--- config.mk ---
export PLATFORM = sky130hd
export DESIGN_NAME = fetch_unit
export DESIGN_NICKNAME = d
export VERILOG_FILES = /design/src/rtl/fetch_unit.sv
export SDC_FILE = /design/constraint.sdc
export NUM_CORES = 1
export LEC_CHECK = 0
export ABC_AREA = 1
export CAP_MARGIN = 5
export CORE_UTILIZATION = 50
export DETAILED_ROUTE_END_ITERATION = 10
export HOLD_SLACK_MARGIN = 0.02
export PLACE_DENSITY = 0.8
export RECOVER_POWER = 100
export SLEW_MARGIN = 20
export SYNTH_ARGS = -nofsm -noshare
export SYNTH_HDL_FRONTEND = slang
export SYNTH_SLANG_ARGS = --single-unit
--- constraint.sdc ---
create_clock -name clk -period 6.25 [get_ports clk]
set_clock_uncertainty 0.15 [all_clocks]
set_input_delay 0.625 -clock clk [delete_from_list [all_inputs] [get_ports clk]]
set_output_delay 0.625 -clock clk [all_outputs]
set_load 0.01 [all_outputs]
--- src/rtl/fetch_unit.sv ---
// Instruction-fetch stage: owns the PC, issues single-outstanding IMEM requests,
// buffers one response and feeds the IF/OF latch, squashing wrong-path work on redirect.
module fetch_unit #(
    parameter logic [31:0] RESET_PC  = 32'h0000_0000,
    parameter logic [31:0] NOP_INSTR = 32'h6800_0000
) (
    input  logic        clk,
    input  logic        rst_n,
    input  logic        stall,
    input  logic        isBranchTaken,
    input  logic [31:0] branch,
    output logic        imem_req,
    output logic [31:0] imem_addr,
    input  logic        imem_ready,
    input  logic        imem_rvalid,
    input  logic [31:0] imem_rdata,
    output logic [31:0] pc_out,
    output logic [31:0] instruction_out,
    output logic        valid_out
);

    typedef enum logic {
        S_FETCH = 1'b0,
        S_WAIT  = 1'b1
    } state_t;

    state_t      state_q, state_d;
    logic [31:0] pc_q, pc_d;
    logic [31:0] tag_q, tag_d;
    logic        discard_q, discard_d;
    logic        buf_valid_q, buf_valid_d;
    logic [31:0] buf_pc_q, buf_pc_d;
    logic [31:0] buf_instr_q, buf_instr_d;
    logic [31:0] pc_out_q, pc_out_d;
    logic [31:0] instr_q, instr_d;
    logic        valid_q, valid_d;

    logic        accept;
    logic        fill;
    logic [31:0] target;

    // A full buffer only blocks a new request when it cannot drain this cycle.
    always_comb begin
        imem_req  = rst_n && (state_q == S_FETCH) && (!buf_valid_q || !stall);
        imem_addr = pc_q;
        accept    = imem_req && imem_ready;
        target    = {branch[31:2], 2'b00};
    end

    always_comb begin
        state_d     = state_q;
        pc_d        = pc_q;
        tag_d       = tag_q;
        discard_d   = discard_q;
        buf_valid_d = buf_valid_q;
        buf_pc_d    = buf_pc_q;
        buf_instr_d = buf_instr_q;
        pc_out_d    = pc_out_q;
        instr_d     = instr_q;
        valid_d     = valid_q;
        fill        = 1'b0;

        case (state_q)
            S_FETCH: begin
                if (accept) begin
                    state_d   = S_WAIT;
                    tag_d     = pc_q;
                    pc_d      = pc_q + 32'd4;
                    discard_d = isBranchTaken;
                end
            end
            S_WAIT: begin
                if (imem_rvalid) begin
                    state_d   = S_FETCH;
                    discard_d = 1'b0;
                    fill      = !discard_q && !isBranchTaken;
                end else if (isBranchTaken) begin
                    discard_d = 1'b1;
                end
            end
            default: state_d = S_FETCH;
        endcase

        if (isBranchTaken) begin
            pc_d        = target;
            buf_valid_d = 1'b0;
            instr_d     = NOP_INSTR;
            valid_d     = 1'b0;
        end else if (!stall) begin
            if (buf_valid_q) begin
                pc_out_d    = buf_pc_q;
                instr_d     = buf_instr_q;
                valid_d     = 1'b1;
                buf_valid_d = 1'b0;
            end else begin
                instr_d = NOP_INSTR;
                valid_d = 1'b0;
            end
        end

        // A response landing while the buffer drains refills it in the same cycle.
        if (fill) begin
            buf_valid_d = 1'b1;
            buf_pc_d    = tag_q;
            buf_instr_d = imem_rdata;
        end
    end

    always_ff @(posedge clk or negedge rst_n) begin
        if (!rst_n) begin
            state_q     <= S_FETCH;
            pc_q        <= RESET_PC;
            discard_q   <= 1'b0;
            buf_valid_q <= 1'b0;
            pc_out_q    <= 32'h0000_0000;
            instr_q     <= NOP_INSTR;
            valid_q     <= 1'b0;
        end else begin
            state_q     <= state_d;
            pc_q        <= pc_d;
            discard_q   <= discard_d;
            buf_valid_q <= buf_valid_d;
            pc_out_q    <= pc_out_d;
            instr_q     <= instr_d;
            valid_q     <= valid_d;
        end
    end

    // Payload registers are qualified by state/buf_valid, so they need no reset.
    always_ff @(posedge clk) begin
        tag_q       <= tag_d;
        buf_pc_q    <= buf_pc_d;
        buf_instr_q <= buf_instr_d;
    end

    assign pc_out          = pc_out_q;
    assign instruction_out = instr_q;
    assign valid_out       = valid_q;

endmodule
# After elaboration in Yosys (flattened, before gate mapping)
# Cells that the tools add are included.
dict set report word_totals {
  reg_bits 196
  mem_count 0
  ram_bits 0
  output_inout_bits 98
  latchBits 0
  romBits 0
}
dict set report op_classes {
  mul 0
  n_addsub 1
  n_div 0
  n_reduce_logical 14
  shifts 0
  muxes 21
  magnitude_cmp 0
  n_bitwise 3
  eq_ne 5
}
# cell n
set op_table {}
lappend op_table {{2-to-1 mux 32 bit} 6}
lappend op_table {{adder 32 x 3 -> 32 bit (second input constant)} 1}
lappend op_table {{2-to-1 mux 1 bit} 13}
lappend op_table {{AND reduction 2 bit} 3}
lappend op_table {{logical AND 1 bit} 4}
lappend op_table {{logical NOT 1 bit} 4}
lappend op_table {{inequality test 2 bit (second input constant)} 2}
lappend op_table {{case mux 1 bit (2 select lines)} 2}
lappend op_table {{inequality test 3 x 1 -> 1 bit (second input constant)} 1}
lappend op_table {{inequality test 3 bit (second input constant)} 1}
lappend op_table {{inverter 1 bit} 3}
lappend op_table {{AND reduction 3 bit} 1}
lappend op_table {{inequality test 2 x 1 -> 1 bit (second input constant)} 1}
lappend op_table {{nonzero test 2 bit} 1}
lappend op_table {{logical OR 1 bit} 1}

# Longest topological paths before layout
# Gate-level depths: netlist of the first run.
dict set report logic_depth {
  word_depth 7
  ltp_mapped 9
  ltp_nobuf 9
}

# Least setup slack after synthesis of the first run
# Ideal clock, no wire load.
dict set report synth_timing {
  kind {input port to flip-flop}
  from {input port isBranchTaken}
  to {register buf_instr_q[0], enable pin}
  setup_time_ns 0.560
  n_path_buf 1
  setup_slack_ns 0.469
  path_stages 2
  arrival_ns 5.071
  cell_sequence {buf_4 > nor3_1}
}
dict set report synth_via {
  elab_chain_len 4
}
# item line_no
set synth_rtl {}
lappend synth_rtl {{from (decl)} 10} ;# input logic isBranchTaken,
lappend synth_rtl {{logical NOT 1 bit} 76} ;# fill = !discard_q && !isBranchTaken;
lappend synth_rtl {{logical AND 1 bit} 76}
lappend synth_rtl {{2-to-1 mux 1 bit} 73} ;# if (imem_rvalid) begin
lappend synth_rtl {{2-to-1 mux 1 bit} 63} ;# case (state_q)
lappend synth_rtl {{to (signal assigned)} 133} ;# buf_instr_q <= buf_instr_d;
lappend synth_rtl {{to (decl)} 33} ;# logic [31:0] buf_instr_q, buf_instr_d;
# Every way passes these cells.
# A chain may end at the register's enable or synchronous reset.

# Worst setup path in the final report of the first run
dict set report layout_timing {
  from {input port isBranchTaken}
  to {register buf_instr_q[26], enable pin}
}
# The elaborated chain is that of the path after synthesis.

==> impl_metrics.py, run 1 <==
metrics = {
    "placement": {
        "place_area_um2": 9228,
        "numPortBuffers": 161,
        "dp_hpwl_um": 10790,
        "gp_congestion": 0.8712,
    },
    "pwr": {
        "p_comb_frac": 0.138,
        "cell_internal_pwr_mw": 2.208,
        "ir_drop_uv": 215.0,
        "switchingPower_uw": 740.4,
        "fin_total_pwr_mw": 2.949,
        "clockPowerShare": 0.353,
        "leakage_nw": 4.289,
        "powerDensity_nw_per_um2": 302.4,
        "power_frac_seq": 0.509,
        "switching_share": 0.2511,
    },
    "yosys": {
        "dominantRegCellSynth": "dfrtp_1",
        "synth_top_area_frac": 0.3696,
        "synth-seq-area-share": 0.6915,
        "yosys_warnings": 0,
        "synth_top_area_cell": "edfxtp_1",
        "syn_area_um2": 7475,
        "avgSynthCellArea_um2": 11.14,
        "synth-seq-cells": 188,
        "synthTopCellsByArea": "edfxtp_1 (37%), dfrtp_1 (31%), nand2_1 (12%)",
        "postSynthCellCount": 671,
        "async_flop_share": 0.5106,
        "synth_cell_types": 32,
        "synth_edf_count": 92,
    },
    "outcome": {
        "status": "finished, violations left",
        "violations": "capacitance limit, slew limit",
    },
    "route": {
        "drcViolationCount": 0,
        "via_per_inst": 5.139,
        "dr.first_iter.drc_count": 346,
        "ant_nets": 0,
        "vias": 5298,
        "avgRoutedWirePerCell_um": 15.32,
        "firstDrtPassIters": 5,
        "drt-total-wl_um": 15800,
    },
    "clock_tree": {
        "cts_hold_buffers": 0,
        "cts-root-buf": "clkbuf_16",
        "post_cts_resized": 0,
        "cts_tree": "built",
        "clkLatencyLatePin_ns": 0.42,
        "numCtsBuffers": 17,
        "htree_levels": 4,
        "clk_path_buf_depth": 2,
        "cts_sinks": 188,
        "postCtsSetupBuffers": 0,
        "clk_pin_slew_ns": 0.07,
    },
    "timing": {
        "fin_crit_ns": 4.181,
        "hold_viol": 0,
        "fin_tns_setup_ns": 0,
        "rsz0062_at_grt": "no",
        "relSlewSlack": -1.151,
        "worstMarginPinSlew_ns": 3.227,
        "period_share": 0.6689,
        "max_freq_mhz": 239.2,
        "setup_viol": 0,
        "slew_viol_final": 138,
    },
    "critical_path": {
        "crit_type": "input port to flip-flop",
        "crit_required_ns": 6.06,
        "rr_worst_depth": 3,
        "r2r_end": "buf_instr_q[26]$_DFFE_PP_",
        "critPathLaunchType": "input port",
        "cp_num_buf_inv": 3,
        "cp_max_fo": 63,
        "reg2reg_from": "state_q$_DFF_PN0_",
        "cp_num_cells": 4,
        "cp_top_family": "buffers and inverters",
        "cpMaxStageDelayCell": "clkbuf_1",
        "crit_chain": "dlygate4sd3_1 -> buf_4 -> nor3_1 -> clkbuf_1",
        "cp.arrival_ns": 3.99,
        "end_kind": "flip-flop",
        "ff2ff_setup_slack_ns": 2.70,
        "critical_path.max_stage_delay_ns": 2.30,
    },
    "floorplan": {
        "core_um2": 14530,
        "dieArea_um2": 15440,
        "die_h_um": 124.3,
        "ios": 168,
        "die_x_um": 124.3,
        "rows": 44,
        "initial_core_util": 0.5143,
    },
    "global_routing": {
        "grt_pass1_vias": 5200,
        "grtUsageTotal": 0.2143,
        "grt_max_degree": 64,
        "antenna_found_initial": 0,
        "grt_overflow": 0,
        "grt_pass1_wl_um": 26060,
    },
    "final_layout": {
        "final-seq-area_um2": 5169,
        "multiInputGateArea_um2": 1963,
        "design_area_um2": 9752,
        "drive_gt1_frac": 0.06021,
        "fillers": 1076,
        "n_antenna_cell": 0,
        "nNetsFinal": 905,
        "area_growth_pct": 30.47,
        "utilization": 0.6710,
    },
    "worst_hold_path": {
        "hp-class": "input port to async pin",
    },
    "job": {
        "drv_cap": 3,
    },
}
-- worst max path at each step --
stage | end | startpoint
2_1_floorplan | buf_instr_q[0]$_DFFE_PP_ | isBranchTaken
3_3_place_gp | imem_addr[6]$_DFFE_PN0P_ | rst_n
3_5_place_dp | discard_q$_DFFE_PN0P_ | rst_n
4_1_cts | imem_req | stall
5_1_grt | buf_instr_q[26]$_DFFE_PP_ | isBranchTaken
6_report | buf_instr_q[26]$_DFFE_PP_ | isBranchTaken
-- registers in the layout, summed over array words and instances, names as in the netlist --
name and count:
tag_q 30, state_q 1, buf_pc_q 30, pc_out 30, buf_instr_q 32, imem_addr 30
instruction_out 32, buf_valid_q 1, valid_out 1, discard_q 1
-- layout make-up --
| class | instances | share of cell area |
|---|---|---|
| inverters | 48 | 0.01848 |
| flip-flops and latches | 188 | 0.5300 |
| clock buffers | 19 | 0.04439 |
| repair buffers | 165 | 0.1673 |
| multi-input cells | 414 | 0.2013 |
| well taps | 184 | 0.02361 |
| clock inverters | 13 | 0.01488 |
-- through the flow --
stage | setup WS (ns) | instances | hold slack [ns]
2_1_floorplan | 0.4688 | 674 | 0.1794
3_5_place_dp | 3.100 | 999 | 0.2545
6_report | 2.069 | 1031 | 0.08487
5_1_grt | 1.724 | 1031 | 0.1270
4_1_cts | 3.423 | 1031 | 0.1065
3_3_place_gp | 3.298 | 999 | 0.2531
-- power groups by stage --
stage	Sequential, mW	Clock, mW	Combinational (mW)
2_1_floorplan	1.55	0	0.142
3_3_place_gp	1.52	0	0.436
3_5_place_dp	1.53	0	0.449
4_1_cts	1.50	1.06	0.452
5_1_grt	1.52	1.11	0.448
6_report	1.50	1.04	0.407
-- synth_stat cells (all sizes together), types with 2 or more instances --
cell type,number
nand3,43
nor2,50
dfrtp,93
o21ai,21
nor3,4
inv,48
buf,18
xor2,3
edfxtp,92
and2,2
clkbuf,6
o21bai,7
dfstp,3
o211ai,3
o22a,3
nand2,239
a22o,29
-- cell families (layout without fill, tap and decap cells) --
family	count (synthesis)	count (layout)	synth area share
AND/OR/NAND/NOR	339	339	0.1957
XOR/XNOR	4	4	0.004688
buffers and inverters	72	245	0.04185
adder cells (fa/ha/maj)	1	1	0.001674
other	1	4	0.0005017
flip-flops	188	188	0.6915
AO/OA/AOI/OAI	66	66	0.06411
-- worst register-to-register path: cells and delay by family (launching register included) --
family	cells	cell delay (ns)
buffers and inverters	1	2.30
DFF	1	0.39
and+or+nand+nor	2	0.22
-- layout by cell type, fill, tap and decap left out, types with 4 or more instances in the layout --
master,netlist,final
clkdlybuf4s50_1,0,33
inv_1,43,47
a22o_1,29,29
clkinv_4,0,6
nor2_4,7,6
o21bai_1,7,7
nand2_1,232,233
nand3_1,43,43
clkbuf_16,0,17
nor2_1,40,41
dlygate4sd3_1,0,127
o21ai_0,20,21
clkbuf_1,6,4
nor3_1,3,4
edfxtp_1,92,92
dfrtp_1,93,93
conb_1,1,4
-- layer usage --
layer | track usage | wire length (um)
met5 | 0 | 0
met4 | 0.09709 | 395
met3 | 0.04424 | 1214
met2 | 0.3390 | 7462
met1 | 0.2862 | 6723
No activity file was read; power rests on OpenSTA's default activity.
==> run 2, diff against run 1 <==
clock period = 4.1 ns   (was 6.25 ns; I/O delays follow)
==> run 2 against run 1 <==
Against the previous run:
- the run still ends with capacitance limit, slew limit left
- final area is 0.26% higher
- sequential share of layout area is 0.14 points lower
- sequential power is 53% higher
- count of clock-buffer cells in the layout stayed put
- sequential cell count stayed put
- wire length is 0.25% lower
- clock power is 52% higher
- largest power group unchanged
- setup slack worse by 1.1 ns
- non-clock buffer count is 2 higher
==> impl_metrics.py, run 2 (same netlist as run 1, synthesis figures left out) <==
metrics = {
    "outcome": {
        "status": "finished, violations left",
        "violations": "capacitance limit, slew limit",
    },
    "clock_tree": {
        "clkLatencyLatePin_ns": 0.42,
        "numCtsBuffers": 17,
        "cts_sinks": 188,
        "post_cts_resized": 0,
        "cts_tree": "built",
        "cts-root-buf": "clkbuf_16",
        "clk_path_buf_depth": 2,
        "clk_pin_slew_ns": 0.06,
        "htree_levels": 4,
    },
    "pwr": {
        "powerDensity_nw_per_um2": 459.2,
        "fin_total_pwr_mw": 4.489,
        "leakage_nw": 4.305,
        "ir_drop_uv": 304.4,
    },
    "timing": {
        "worstMarginPinSlew_ns": 1.523,
        "setup_viol": 0,
        "max_freq_mhz": 319.7,
        "relSlewSlack": -0.01545,
        "slew_viol_final": 65,
        "period_share": 0.7630,
        "rsz0062_at_grt": "no",
        "fin_tns_setup_ns": 0,
        "fin_crit_ns": 3.128,
        "hold_viol": 0,
    },
    "final_layout": {
        "layout_common_cells": "nand2_1 (233), dlygate4sd3_1 (128), dfrtp_1 (93)",
        "fillers": 1096,
        "layout_commonest_cell": "nand2_1",
        "design_area_um2": 9777,
        "drive_gt1_frac": 0.06612,
        "area_growth_pct": 30.80,
        "utilization": 0.6727,
        "n_antenna_cell": 0,
        "nNetsFinal": 907,
        "finalNonFillerCells": 1031,
    },
    "critical_path": {
        "cp_top_family": "buffers and inverters",
        "crit_type": "input port to flip-flop",
        "crit_required_ns": 3.97,
        "critical_path.max_stage_delay_ns": 1.12,
        "cpMostUsedCell": "clkbuf_2",
        "critPathLaunchType": "input port",
        "end_kind": "flip-flop",
        "cp.arrival_ns": 3.00,
        "cp_num_buf_inv": 3,
        "crit_chain": "dlygate4sd3_1 -> clkbuf_2 -> nor3_1 -> clkbuf_2",
        "rr_worst_depth": 6,
        "cp_num_cells": 4,
        "cpMaxStageDelayCell": "clkbuf_2",
        "cp_max_fo": 63,
    },
    "route": {
        "via_per_inst": 5.152,
        "drcViolationCount": 0,
        "avgRoutedWirePerCell_um": 15.28,
        "drt-total-wl_um": 15760,
        "vias": 5312,
        "ant_nets": 0,
        "firstDrtPassIters": 5,
        "dr.first_iter.drc_count": 277,
    },
    "placement": {
        "place_area_um2": 9241,
        "gp_congestion": 0.8541,
        "dp_hpwl_um": 10880,
        "dp.cells": 1000,
        "numPortBuffers": 161,
    },
    "global_routing": {
        "antenna_found_initial": 0,
        "grt_pass1_vias": 5254,
        "grt_max_degree": 65,
        "grt_pass1_wl_um": 26100,
        "grt_overflow": 0,
        "grtUsageTotal": 0.2145,
    },
    "floorplan": {
        "die_x_um": 124.3,
        "core_um2": 14530,
        "dieArea_um2": 15440,
        "ios": 168,
        "die_h_um": 124.3,
        "initial_core_util": 0.5143,
        "rows": 44,
    },
    "worst_hold_path": {
        "min_path_cells": 0,
        "hp-class": "flip-flop to flip-flop",
    },
    "job": {
        "drv_cap": 1,
    },
}
run 2: cell count changes in the layout (fill, tap and decap cells not counted), moves of 2 or more:
cell,delta
clkbuf_8,+2
clkbuf_1,-4
clkbuf_2,+4
clkinv_4,-3
run 2: cell type report:
type	count	area (um2)	area share
tap	184	230.2	0.02355
multi-input combinational	414	1977	0.2022
sequential	188	5169	0.5287
timing repair buffer	167	1647	0.1684
inverter	48	180.2	0.01843
clock buffer	19	452.9	0.04633
clock inverter	11	121.4	0.01241
run 2: worst paths after layout:
check	start	end	slack [ns]
hold reg to reg	tag_q[19]$_DFFE_PP_	buf_pc_q[19]$_DFFE_PP_	0.27
hold / removal	tag_q[19]$_DFFE_PP_	buf_pc_q[19]$_DFFE_PP_	0.27
min in group asynchronous	rst_n	imem_addr[20]$_DFFE_PN0P_	0.39
max in group asynchronous	rst_n	instruction_out[7]$_DFFE_PN0P_	1.57
setup reg to reg	buf_valid_q$_DFFE_PN0P_	pc_out[2]$_DFFE_PN0P_	1.54
setup / recovery	isBranchTaken	buf_instr_q[2]$_DFFE_PP_	0.97
run 2: routing by layer:
| metal | up-vias | global-route usage | part of all wire |
|---|---|---|---|
| li1 | 2561 | - | - |
| met1 | 2511 | 0.2854 | 0.44 |
| met2 | 223 | 0.3494 | 0.49 |
| met3 | 17 | 0.04038 | 0.056 |
| met4 | 0 | 0.08434 | 0.013 |
| met5 | - | 0 | 0 |
run 2: power breakdown:
part	leakage [nW]	switching, mW	total (mW)	internal, mW
clock network	0.272	0.660	1.58	0.920
logic	1.95	0.319	0.620	0.301
registers	2.08	0.126	2.29	2.16
total	4.30	1.10	4.49	3.38
run 2: worst reg2reg max path, cell delays in order (launching register included):
cell,delay [ns]
dfrtp_1,0.38
inv_1,0.08
nor3_4,0.09
clkbuf_2,0.91
inv_2,0.56
nand2_1,0.21
nand2_1,0.07
run 2: repair_timing:
item	CTS	global route
endpoints found under the hold margin	32	0
hold buffers	1	0
setup endpoints to repair	0	0
setup buffers	0	0
run 2: per-stage QoR:
stage / hold slack [ns] / setup slack (ns)
floorplan: -0.03559 / 0.4424
global placement: 0.2531 / 1.420
detailed placement: 0.2545 / 1.357
CTS: 0.2696 / 1.303
global route: 0.2778 / 0.7731
finish: 0.2687 / 0.9718
==> run 3, diff against run 2 <==
clock period = 3.1 ns   (was 4.1 ns; I/O delays follow)
==> run 3 against run 2 <==
Against the previous run:
- the run now ends clean
- sequential share of layout area decreased by 0.27 points
- combinational power grew 32%
- sequential cell count is the same
- register-to-register slack got worse by 0.81 ns
- count of clock-buffer cells in the layout unchanged
- die area unchanged
- wire length is 0.95% lower
- sequential power grew 32%
- critical path type unchanged
- largest cell class unchanged
- largest power group unchanged
==> impl_metrics.py, run 3 (same netlist as run 1, synthesis figures left out) <==
metrics = {
    "outcome": {
        "status": "finished, final reports clean",
    },
    "clock_tree": {
        "clkLatencyLatePin_ns": 0.42,
        "clk_pin_slew_ns": 0.07,
        "postCtsSetupBuffers": 0,
        "cts-root-buf": "clkbuf_16",
        "cts_sinks": 188,
        "cts_tree": "built",
        "clk_path_buf_depth": 2,
        "numCtsBuffers": 17,
        "htree_levels": 4,
    },
    "timing": {
        "hold_viol": 0,
        "rsz0062_at_grt": "no",
        "max_freq_mhz": 386.6,
        "fin_tns_setup_ns": 0,
        "slew_viol_final": 0,
        "relSlewSlack": 0.009812,
        "worstMarginPinSlew_ns": 1.485,
        "fin_crit_ns": 2.587,
        "setup_viol": 0,
        "period_share": 0.8344,
        "timing.hold.ws_ns": 0.1852,
    },
    "final_layout": {
        "fillers": 1082,
        "final-seq-area_um2": 5169,
        "layout_commonest_cell": "nand2_1",
        "nNetsFinal": 909,
        "layout_common_cells": "nand2_1 (233), dlygate4sd3_1 (128), dfrtp_1 (93)",
        "drive_gt1_frac": 0.06933,
        "area_growth_pct": 31.47,
        "utilization": 0.6761,
        "n_antenna_cell": 0,
        "multiInputGateArea_um2": 1982,
    },
    "route": {
        "vias": 5286,
        "firstDrtPassIters": 5,
        "via_per_inst": 5.107,
        "dr.first_iter.drc_count": 279,
        "ant_nets": 0,
        "avgRoutedWirePerCell_um": 15.08,
        "drt-total-wl_um": 15610,
        "drcViolationCount": 0,
    },
    "pwr": {
        "power_frac_seq": 0.503,
        "ir_drop_uv": 419.1,
        "cell_internal_pwr_mw": 4.533,
        "powerDensity_nw_per_um2": 612.8,
        "switchingPower_mw": 1.489,
        "clockPowerShare": 0.361,
        "p_comb_frac": 0.136,
        "switching_share": 0.2472,
        "leakage_nw": 4.317,
    },
    "critical_path": {
        "r2r_end": "buf_instr_q[31]$_DFFE_PP_",
        "cpMaxStageDelayCell": "nand2_1",
        "reg2reg_from": "state_q$_DFF_PN0_",
        "crit_start": "rst_n",
        "cp.arrival_ns": 2.73,
        "rr_worst_depth": 3,
        "crit_required_ns": 3.25,
        "crit_type": "input port to flip-flop",
        "cp_max_fo": 18,
        "ff2ff_setup_slack_ns": 0.73,
        "end_kind": "flip-flop",
        "cp-endpoint": "imem_addr[16]$_DFFE_PN0P_",
        "cpMostUsedCell": "nand2_1",
        "critPathLaunchType": "input port",
        "crit_chain": "dlygate4sd3_1 -> buf_4 -> nand4_1 -> nand2_1 -> inv_2 -> nand2_1 -> nand2_1 -> inv_1 -> o21ai_0",
        "critical_path.max_stage_delay_ns": 0.66,
    },
    "global_routing": {
        "grt_pass1_wl_um": 25830,
        "antenna_found_initial": 0,
        "grt_pass1_vias": 5168,
        "grt_max_degree": 64,
        "grt_overflow": 0,
        "grtUsageTotal": 0.2127,
    },
    "placement": {
        "dp_hpwl_um": 11150,
        "numPortBuffers": 161,
        "gp_congestion": 0.8557,
    },
    "floorplan": {
        "core_um2": 14530,
        "dieArea_um2": 15440,
        "initial_core_util": 0.5143,
        "ios": 168,
        "rows": 44,
        "die_h_um": 124.3,
        "die_x_um": 124.3,
    },
    "job": {
        "drv_cap": 0,
    },
    "worst_hold_path": {
        "hp-class": "input port to async pin",
    },
}
## run 3: cell types whose count changed in the layout (fill, tap and decap cells not counted), sizes merged
cell and change:
clkbuf -2, clkinv -3, buf +4, inv +2
clkinvlp +2, bufinv +1
## run 3: through the flow
stage | cells | setup slack (ns) | power [mW] | instance area (um2)
floorplan | 674 | 0.5037 | 3.412 | 7497
global placement | 1002 | 0.7845 | 3.957 | 9269
detailed placement | 1002 | 0.7287 | 3.988 | 9269
CTS | 1035 | 0.7622 | 6.166 | 9878
global route | 1035 | 0.3554 | 6.289 | 9827
finish | 1035 | 0.5133 | 6.022 | 9827
## run 3: power groups by stage
stage / combinational [mW] / clock (mW) / sequential [mW]
4_1_cts: 0.912 / 2.22 / 3.03
3_5_place_dp: 0.906 / 0 / 3.08
3_3_place_gp: 0.885 / 0 / 3.07
5_1_grt: 0.901 / 2.33 / 3.06
6_report: 0.820 / 2.18 / 3.03
2_1_floorplan: 0.288 / 0 / 3.12
## run 3: layer usage
| layer | wire [um] | track usage | up-vias |
|---|---|---|---|
| li1 | - | - | 2561 |
| met1 | 6910 | 0.2836 | 2509 |
| met2 | 7555 | 0.3461 | 194 |
| met3 | 900 | 0.04167 | 22 |
| met4 | 238 | 0.08079 | 0 |
| met5 | 0 | 0 | - |
## run 3: worst max-delay path: cells and delay by family
family	cells	cell delay (ns)
and+or+nand+nor	4	1.21
buffers and inverters	4	1.11
AOI/OAI and AO/OA	1	0.09
## run 3: how the worst min path moves through the flow
stage           from                        end  slack [ns]
6_report       rst_n   imem_addr[9]$_DFFE_PN0P_        0.19
5_1_grt        rst_n   imem_addr[9]$_DFFE_PN0P_        0.18
4_1_cts        rst_n  imem_addr[11]$_DFFE_PN0P_        0.19
3_5_place_dp   rst_n  imem_addr[10]$_DFFE_PN0P_        0.05
3_3_place_gp   rst_n   imem_addr[9]$_DFFE_PN0P_        0.04
2_1_floorplan  rst_n    buf_valid_q$_DFFE_PN0P_       -0.14
## run 3: cell type report
cell class / instances / share of cell area
clock buffers: 19 / 0.04405
clock inverters: 13 / 0.01693
inverters: 48 / 0.01833
multi-input cells: 414 / 0.2017
flip-flops and latches: 188 / 0.5260
well taps: 184 / 0.02343
repair buffers: 169 / 0.1696
## run 3: repair_timing
item / in CTS / in global routing
resized for setup: 0 / 0
endpoints found under the setup margin: 0 / 0
hold endpoints to repair: 38 / 0
hold buffers: 1 / 0
